===== src/rtl/shift_deserializer_if.sv =====
// Bundle of the serial input side, parallel output handshake and status lines
// of shift_deserializer. The slave modport is the deserializer's view. The master
// modport is the view of the environment: the serial source and the word consumer.
interface shift_deserializer_if #(
   parameter int WIDTH = 8
);
   logic             serial_in;
   logic             serial_valid;
   logic             dir;
   logic             sync;
   logic [WIDTH-1:0] dataout;
   logic             out_valid;
   logic             out_ready;
   logic             busy;
   logic             overrun;
   logic             clr_overrun;
   logic             parity_err;

   modport master (
      output serial_in, serial_valid, dir, sync, out_ready, clr_overrun,
      input  dataout, out_valid, busy, overrun, parity_err
   );

   modport slave (
      input  serial_in, serial_valid, dir, sync, out_ready, clr_overrun,
      output dataout, out_valid, busy, overrun, parity_err
   );
endinterface


===== src/rtl/shift_deserializer.sv =====
// shift_deserializer: receive end of the serial shift path. Assembles WIDTH
// serial bits (MSB-first or LSB-first, chosen by dir on the first bit of each
// word) into a parallel word. The word is held on a valid/ready output until
// the consumer takes it. A word that completes while the previous one is still
// unconsumed is dropped, and a sticky overrun flag records the loss.
// Optional feature macro: PARITY_CHECK_EN. When it is defined, each word carries
// one extra even-parity bit, and parity_err reports the check result for the
// word on dataout. When it is undefined, parity_err is tied to 0.
module shift_deserializer #(
   parameter int WIDTH = 8
) (
   input  logic                clk,
   input  logic                reset,
   shift_deserializer_if.slave bus
);
   localparam int CNT_W = $clog2(WIDTH + 1);
   localparam logic [CNT_W-1:0] LAST_BIT = CNT_W'(WIDTH - 1);

   typedef enum logic [1:0] {
      IDLE   = 2'd0,
      SHIFT  = 2'd1,
      PARITY = 2'd2
   } state_t;

   state_t           state, state_nx;
   logic [CNT_W-1:0] count, count_nx;
   logic [WIDTH-1:0] sh, sh_nx;
   logic             dir_lat, dir_lat_nx;
   logic             complete;
   logic [WIDTH-1:0] word;
   logic [WIDTH-1:0] dataout_q;
   logic             out_valid_q;
   logic             overrun_q;
`ifdef PARITY_CHECK_EN
   logic             word_perr;
   logic             parity_err_q;
`endif

   // dir = 0 shifts toward the MSB (first bit ends up in bit WIDTH-1);
   // dir = 1 shifts toward the LSB (first bit ends up in bit 0).
   function automatic logic [WIDTH-1:0] shift_bit(input logic [WIDTH-1:0] s,
                                                  input logic b,
                                                  input logic d);
      return d ? {b, s[WIDTH-1:1]} : {s[WIDTH-2:0], b};
   endfunction

   // FSM state, bit count, shift register and latched direction
   always_ff @(posedge clk or posedge reset) begin
      if (reset) begin
         state   <= IDLE;
         count   <= '0;
         sh      <= '0;
         dir_lat <= 1'b0;
      end else begin
         state   <= state_nx;
         count   <= count_nx;
         sh      <= sh_nx;
         dir_lat <= dir_lat_nx;
      end
   end

   // Next state, bit collection and word-complete detection. sync wins over a
   // bit arriving in the same cycle, so that bit is discarded.
   always_comb begin
      state_nx   = state;
      count_nx   = count;
      sh_nx      = sh;
      dir_lat_nx = dir_lat;
      complete   = 1'b0;
      word       = sh;
`ifdef PARITY_CHECK_EN
      word_perr  = 1'b0;
`endif
      if (bus.sync) begin
         state_nx = IDLE;
         count_nx = '0;
      end else if (bus.serial_valid) begin
         unique case (state)
            IDLE: begin
               dir_lat_nx = bus.dir;
               sh_nx      = shift_bit(sh, bus.serial_in, bus.dir);
               count_nx   = CNT_W'(1);
               state_nx   = SHIFT;
            end
            SHIFT: begin
               sh_nx = shift_bit(sh, bus.serial_in, dir_lat);
               if (count == LAST_BIT) begin
`ifdef PARITY_CHECK_EN
                  count_nx = count + CNT_W'(1);
                  state_nx = PARITY;
`else
                  complete = 1'b1;
                  word     = sh_nx;
                  count_nx = '0;
                  state_nx = IDLE;
`endif
               end else begin
                  count_nx = count + CNT_W'(1);
               end
            end
`ifdef PARITY_CHECK_EN
            PARITY: begin
               complete  = 1'b1;
               word      = sh;
               word_perr = ^{sh, bus.serial_in};
               count_nx  = '0;
               state_nx  = IDLE;
            end
`endif
            default: begin
               count_nx = '0;
               state_nx = IDLE;
            end
         endcase
      end
   end

   // Output word holding register, valid/ready handshake and sticky overrun.
   // A completed word loads only if the register is empty or is being consumed
   // on this edge; otherwise it is dropped. A set of overrun on the same edge
   // as clr_overrun takes priority over the clear.
   always_ff @(posedge clk or posedge reset) begin
      if (reset) begin
         dataout_q    <= '0;
         out_valid_q  <= 1'b0;
         overrun_q    <= 1'b0;
`ifdef PARITY_CHECK_EN
         parity_err_q <= 1'b0;
`endif
      end else begin
         if (bus.clr_overrun) begin
            overrun_q <= 1'b0;
         end
         if (complete) begin
            if (!out_valid_q || bus.out_ready) begin
               dataout_q    <= word;
               out_valid_q  <= 1'b1;
`ifdef PARITY_CHECK_EN
               parity_err_q <= word_perr;
`endif
            end else begin
               overrun_q <= 1'b1;
            end
         end else if (out_valid_q && bus.out_ready) begin
            out_valid_q <= 1'b0;
         end
      end
   end

   assign bus.dataout    = dataout_q;
   assign bus.out_valid  = out_valid_q;
   assign bus.overrun    = overrun_q;
   assign bus.busy       = (state != IDLE);
`ifdef PARITY_CHECK_EN
   assign bus.parity_err = parity_err_q;
`else
   assign bus.parity_err = 1'b0;
`endif
endmodule

===== src/flat_wrapper.sv =====
// flat-port wrapper written by rule: the top's interface ports become plain ports
module shift_deserializer_flat 
#(
   parameter int WIDTH = 8
)
  (clk, reset, bus_serial_in, bus_serial_valid, bus_dir, bus_sync, bus_out_ready, bus_clr_overrun, bus_dataout, bus_out_valid, bus_busy, bus_overrun, bus_parity_err);
  shift_deserializer_if #(.WIDTH(WIDTH)) bus_i ();
  input  logic clk;
  input  logic reset;
  input wire logic [$bits(bus_i.serial_in)-1:0] bus_serial_in;
  input wire logic [$bits(bus_i.serial_valid)-1:0] bus_serial_valid;
  input wire logic [$bits(bus_i.dir)-1:0] bus_dir;
  input wire logic [$bits(bus_i.sync)-1:0] bus_sync;
  input wire logic [$bits(bus_i.out_ready)-1:0] bus_out_ready;
  input wire logic [$bits(bus_i.clr_overrun)-1:0] bus_clr_overrun;
  output wire logic [$bits(bus_i.dataout)-1:0] bus_dataout;
  output wire logic [$bits(bus_i.out_valid)-1:0] bus_out_valid;
  output wire logic [$bits(bus_i.busy)-1:0] bus_busy;
  output wire logic [$bits(bus_i.overrun)-1:0] bus_overrun;
  output wire logic [$bits(bus_i.parity_err)-1:0] bus_parity_err;
  assign bus_i.serial_in = bus_serial_in;
  assign bus_i.serial_valid = bus_serial_valid;
  assign bus_i.dir = bus_dir;
  assign bus_i.sync = bus_sync;
  assign bus_i.out_ready = bus_out_ready;
  assign bus_i.clr_overrun = bus_clr_overrun;
  assign bus_dataout = bus_i.dataout;
  assign bus_out_valid = bus_i.out_valid;
  assign bus_busy = bus_i.busy;
  assign bus_overrun = bus_i.overrun;
  assign bus_parity_err = bus_i.parity_err;
  shift_deserializer #(.WIDTH(WIDTH)) u_core (.clk(clk), .reset(reset), .bus(bus_i));
endmodule

===== config.mk =====
export PLATFORM = sky130hd
export DESIGN_NAME = shift_deserializer_flat
export DESIGN_NICKNAME = d
export VERILOG_FILES = /design/src/rtl/shift_deserializer_if.sv /design/src/rtl/shift_deserializer.sv /design/src/flat_wrapper.sv
export SDC_FILE = /design/constraint.sdc
export NUM_CORES = 1
export LEC_CHECK = 0
export ABC_AREA = 1
export BUFFER_PORTS_ARGS = -buffer_cell sky130_fd_sc_hd__buf_2
export CAP_MARGIN = 20
export CORE_ASPECT_RATIO = 1.2
export CORE_MARGIN = 2
export CORE_UTILIZATION = 43
export CTS_CLUSTER_SIZE = 16
export DETAILED_ROUTE_END_ITERATION = 12
export SETUP_SLACK_MARGIN = 0.15
export SYNTH_ARGS = -nofsm -noshare
export SYNTH_HDL_FRONTEND = slang
export SYNTH_SLANG_ARGS = --single-unit
export TNS_END_PERCENT = 10

===== constraint.sdc =====
create_clock -name clk -period 1.6 [get_ports clk]
set_input_delay 0.48 -clock clk [delete_from_list [all_inputs] [get_ports clk]]
set_output_delay 0.48 -clock clk [all_outputs]
set_load 0.05 [all_outputs]

==> results.md <==
- Clock tree buffer depth: 2
- Core Area: 2810 µm²
- Mux share of post-synthesis cell area: 0%
- Seq/Total Area, Yosys: 47.1%
- Post-route clock period utilization: 89.0%
- Wire per inst: 11.5 µm
- Syn_nets: 182
- Synth Area in Adders: 0.981%
- Die H: 63.7 µm
- Root Buffer: clkbuf_4
- Worst path max stage delay: 370 ps
- Post-synth EDFFs: 0
- Reg-to-reg slack, setup: 320 ps
- Port-buffer cells: 18
- Vias/cell: 4.99
- Syn_area_per_cell: 7.37 µm²
- Nets: 203
- DRT iter0 DRCs: 14
- Clk sinks: 24
- Area growth syn-to-layout: 13.1%
- Drt pass-1 iters: 4
- Hold Buf Count CTS: 0
- WL final: 2600 µm
- I/O pin count: 20
- Synth async-reset ratio: 100%
- Worst setup path category: flip-flop to output pin
- Main combinational cell family by area after synthesis: simple AND/OR/NAND/NOR gates
- H-tree Lvls: 1
- IR drop worst, VDD: 0.406 mV
- Buffers & Inverters on Critical Path: 1
- Max Slew Vio Count: 0
- XOR/XNOR Fraction of Synth Area: 0.687%
- CP startpoint kind: flip-flop
- Leak Pwr: 0.000748 µW
- GRT Resource Usage Total: 18.1%
- GP Congestion: 0.752
- Final hold vios: 0
- Num CTS Buffers: 3
- Dpl hpwl: 1830 µm
- Hold Crit Class: primary input to async pin
- CP endpoint kind: output pin
- Ys Warns: 0
- Clock slew at reported path FFs: 120 ps
- Worst Path Arrival: 940 ps
- Status: complete, no violations
- Starting Density: 45.3%
- F_max: 702 MHz
- Via count: 1127
- PwrDens: 856 nW/µm²
- Remaining DRCs: 0
- Family with the most delay on the worst path: flip-flops
- Register bit count reported by yosys: 24
- Clock latency on the worst-skew pair: 310 ps
- Initial antenna violation count: 0
- Worst Hold Margin: 188 ps
- Netlist Area Pre-Place: 1270 µm²
- Die Area: 3420 µm²
- Top_reg_cell synth: dfrtp_1
- Final setup fails: 0
- Min Tclk post-route: 1420 ps
- Synth cell types: 19
- Die width: 53.7 µm
- First-pass GRT wire length: 4630 µm
- Vias in the first global route: 1068
- TritonCTS clock tree: yes
- Fillcell total: 274
- Worst-path cell chain: buf_2
- Mapped Cells: 173
- WP data required: 1120 ps
- Final Power: 1230 µW
- Max-Cap Viols: 0
- Crit Path Max Fanout: 2
- Compound-Gate Fraction of Synth Area: 7.95%
- Slowest CP cell: dfrtp_1
- # diodes: 0
- Rows: 21
- Layout cells sized above 1: 18.8%
- Overflow left after global routing: 0
- Final ANT Viol Nets: 0
- Unrepaired setup endpoints after global routing: true
- Clk_skew: 4.41 ps
- Setup_tns: 0 ps
- Simple-Gate Fraction of Synth Area: 35.3%
- Largest net degree at the start of global routing: 25
[placed cells by master (no fill, tap or decap), types with 3 or more instances in the layout]
cell,count
inv_1,12
o21ai_0,16
buf_4,6
nand2_1,74
nor2_1,3
nor2_4,3
clkbuf_4,3
inv_2,3
o21ai_1,3
nand3_1,20
dfrtp_1,23
buf_2,17
[sequential cells by signal, indices dropped and copies added (netlist names)]
| name | cells |
|---|---|
| u_core.bus.dataout | 8 |
| u_core.dir_lat | 1 |
| u_core.bus.out_valid | 1 |
| u_core.sh | 8 |
| u_core.count | 4 |
| u_core.bus.overrun | 1 |
| u_core.state | 1 |
[worst reg2reg max path: cells and delay by family (launching register included)]
family	cells	cell delay, ps
fa+ha+maj	1	230
flops	1	430
simple gates	4	580
[cell type report]
type | count | area (µm²) | share of cell area [%]
well taps | 34 | 42.5 | 2.95
inverters | 15 | 56.3 | 3.90
clock buffers | 3 | 22.5 | 1.56
flip-flops and latches | 24 | 602 | 41.7
multi-input cells | 127 | 589 | 40.9
repair buffers | 23 | 130 | 9.02
[final timing paths]
path / endpoint / startpoint / cells after the start
worst max-delay path: bus_dataout[7] / u_core.bus.dataout[7]$_DFFE_PP0P_ / 1
worst min-delay path: u_core.bus.out_valid$_DFFE_PP0P_ / reset / 3
worst max register to register: u_core.bus.dataout[7]$_DFFE_PP0P_ / u_core.count[0]$_DFFE_PP0P_ / 5
worst min register to register: u_core.bus.dataout[1]$_DFFE_PP0P_ / u_core.bus.dataout[1]$_DFFE_PP0P_ / 2
max in group asynchronous: u_core.state[0]$_DFFE_PP0P_ / reset / 3
min in group clk: u_core.bus.overrun$_DFF_PP0_ / bus_clr_overrun / 4
[per-layer routing]
layer	GRT usage [%]	vias up	routed length, µm
met5	0	-	0
met4	7.37	0	42
met3	2.13	5	73
met2	27.6	14	1200
met1	25.3	518	1280
li1	-	590	-
[logic make-up (layout without fill, tap and decap cells)]
| group | after synthesis | after routing |
|---|---|---|
| AOI/OAI and AO/OA | 20 | 20 |
| xor gates and xnor gates | 1 | 1 |
| adders and majority gates | 1 | 1 |
| buffers and inverters | 22 | 41 |
| DFF | 24 | 24 |
| other | 1 | 1 |
| and+or+nand+nor | 104 | 104 |
[metrics by stage]
stage | util, % | area (µm²) | worst slack (ps) | instances
global placement | 49.7 | 1400 | 254 | 222
detailed placement | 49.7 | 1400 | 227 | 222
CTS | 50.9 | 1430 | 153 | 226
finish | 51.3 | 1440 | 176 | 226
floorplan | - | 1270 | 266 | 173
global route | 51.3 | 1440 | 115 | 226
[power breakdown]
group | total, µW | leakage, µW | internal (µW) | switching [µW]
Combinational | 242 | 0.000410 | 85.9 | 157
Sequential | 731 | 0.000324 | 663 | 68.3
Clock | 261 | 0.0000138 | 88.1 | 173
[what timing repair did]
item	in CTS	in global routing
pin swaps	0	0
endpoints found under the setup margin	1	18
setup buffers	1	0
gates resized for setup	2	2
[synth_stat cells (2+ instances only)]
cell | count | area [µm²]
dfrtp_1 | 24 | 601
nor2_2 | 2 | 12.5
o21ai_0 | 16 | 80.1
o21ai_1 | 3 | 15.0
nor2_1 | 3 | 11.3
nand3_2 | 2 | 20.0
nand3_1 | 20 | 100
nand2_1 | 74 | 278
buf_4 | 3 | 22.5
buf_2 | 3 | 15.0
inv_1 | 12 | 45.0
inv_2 | 3 | 11.3
nor2_4 | 2 | 22.5
No activity file was read; power rests on OpenSTA's default activity.
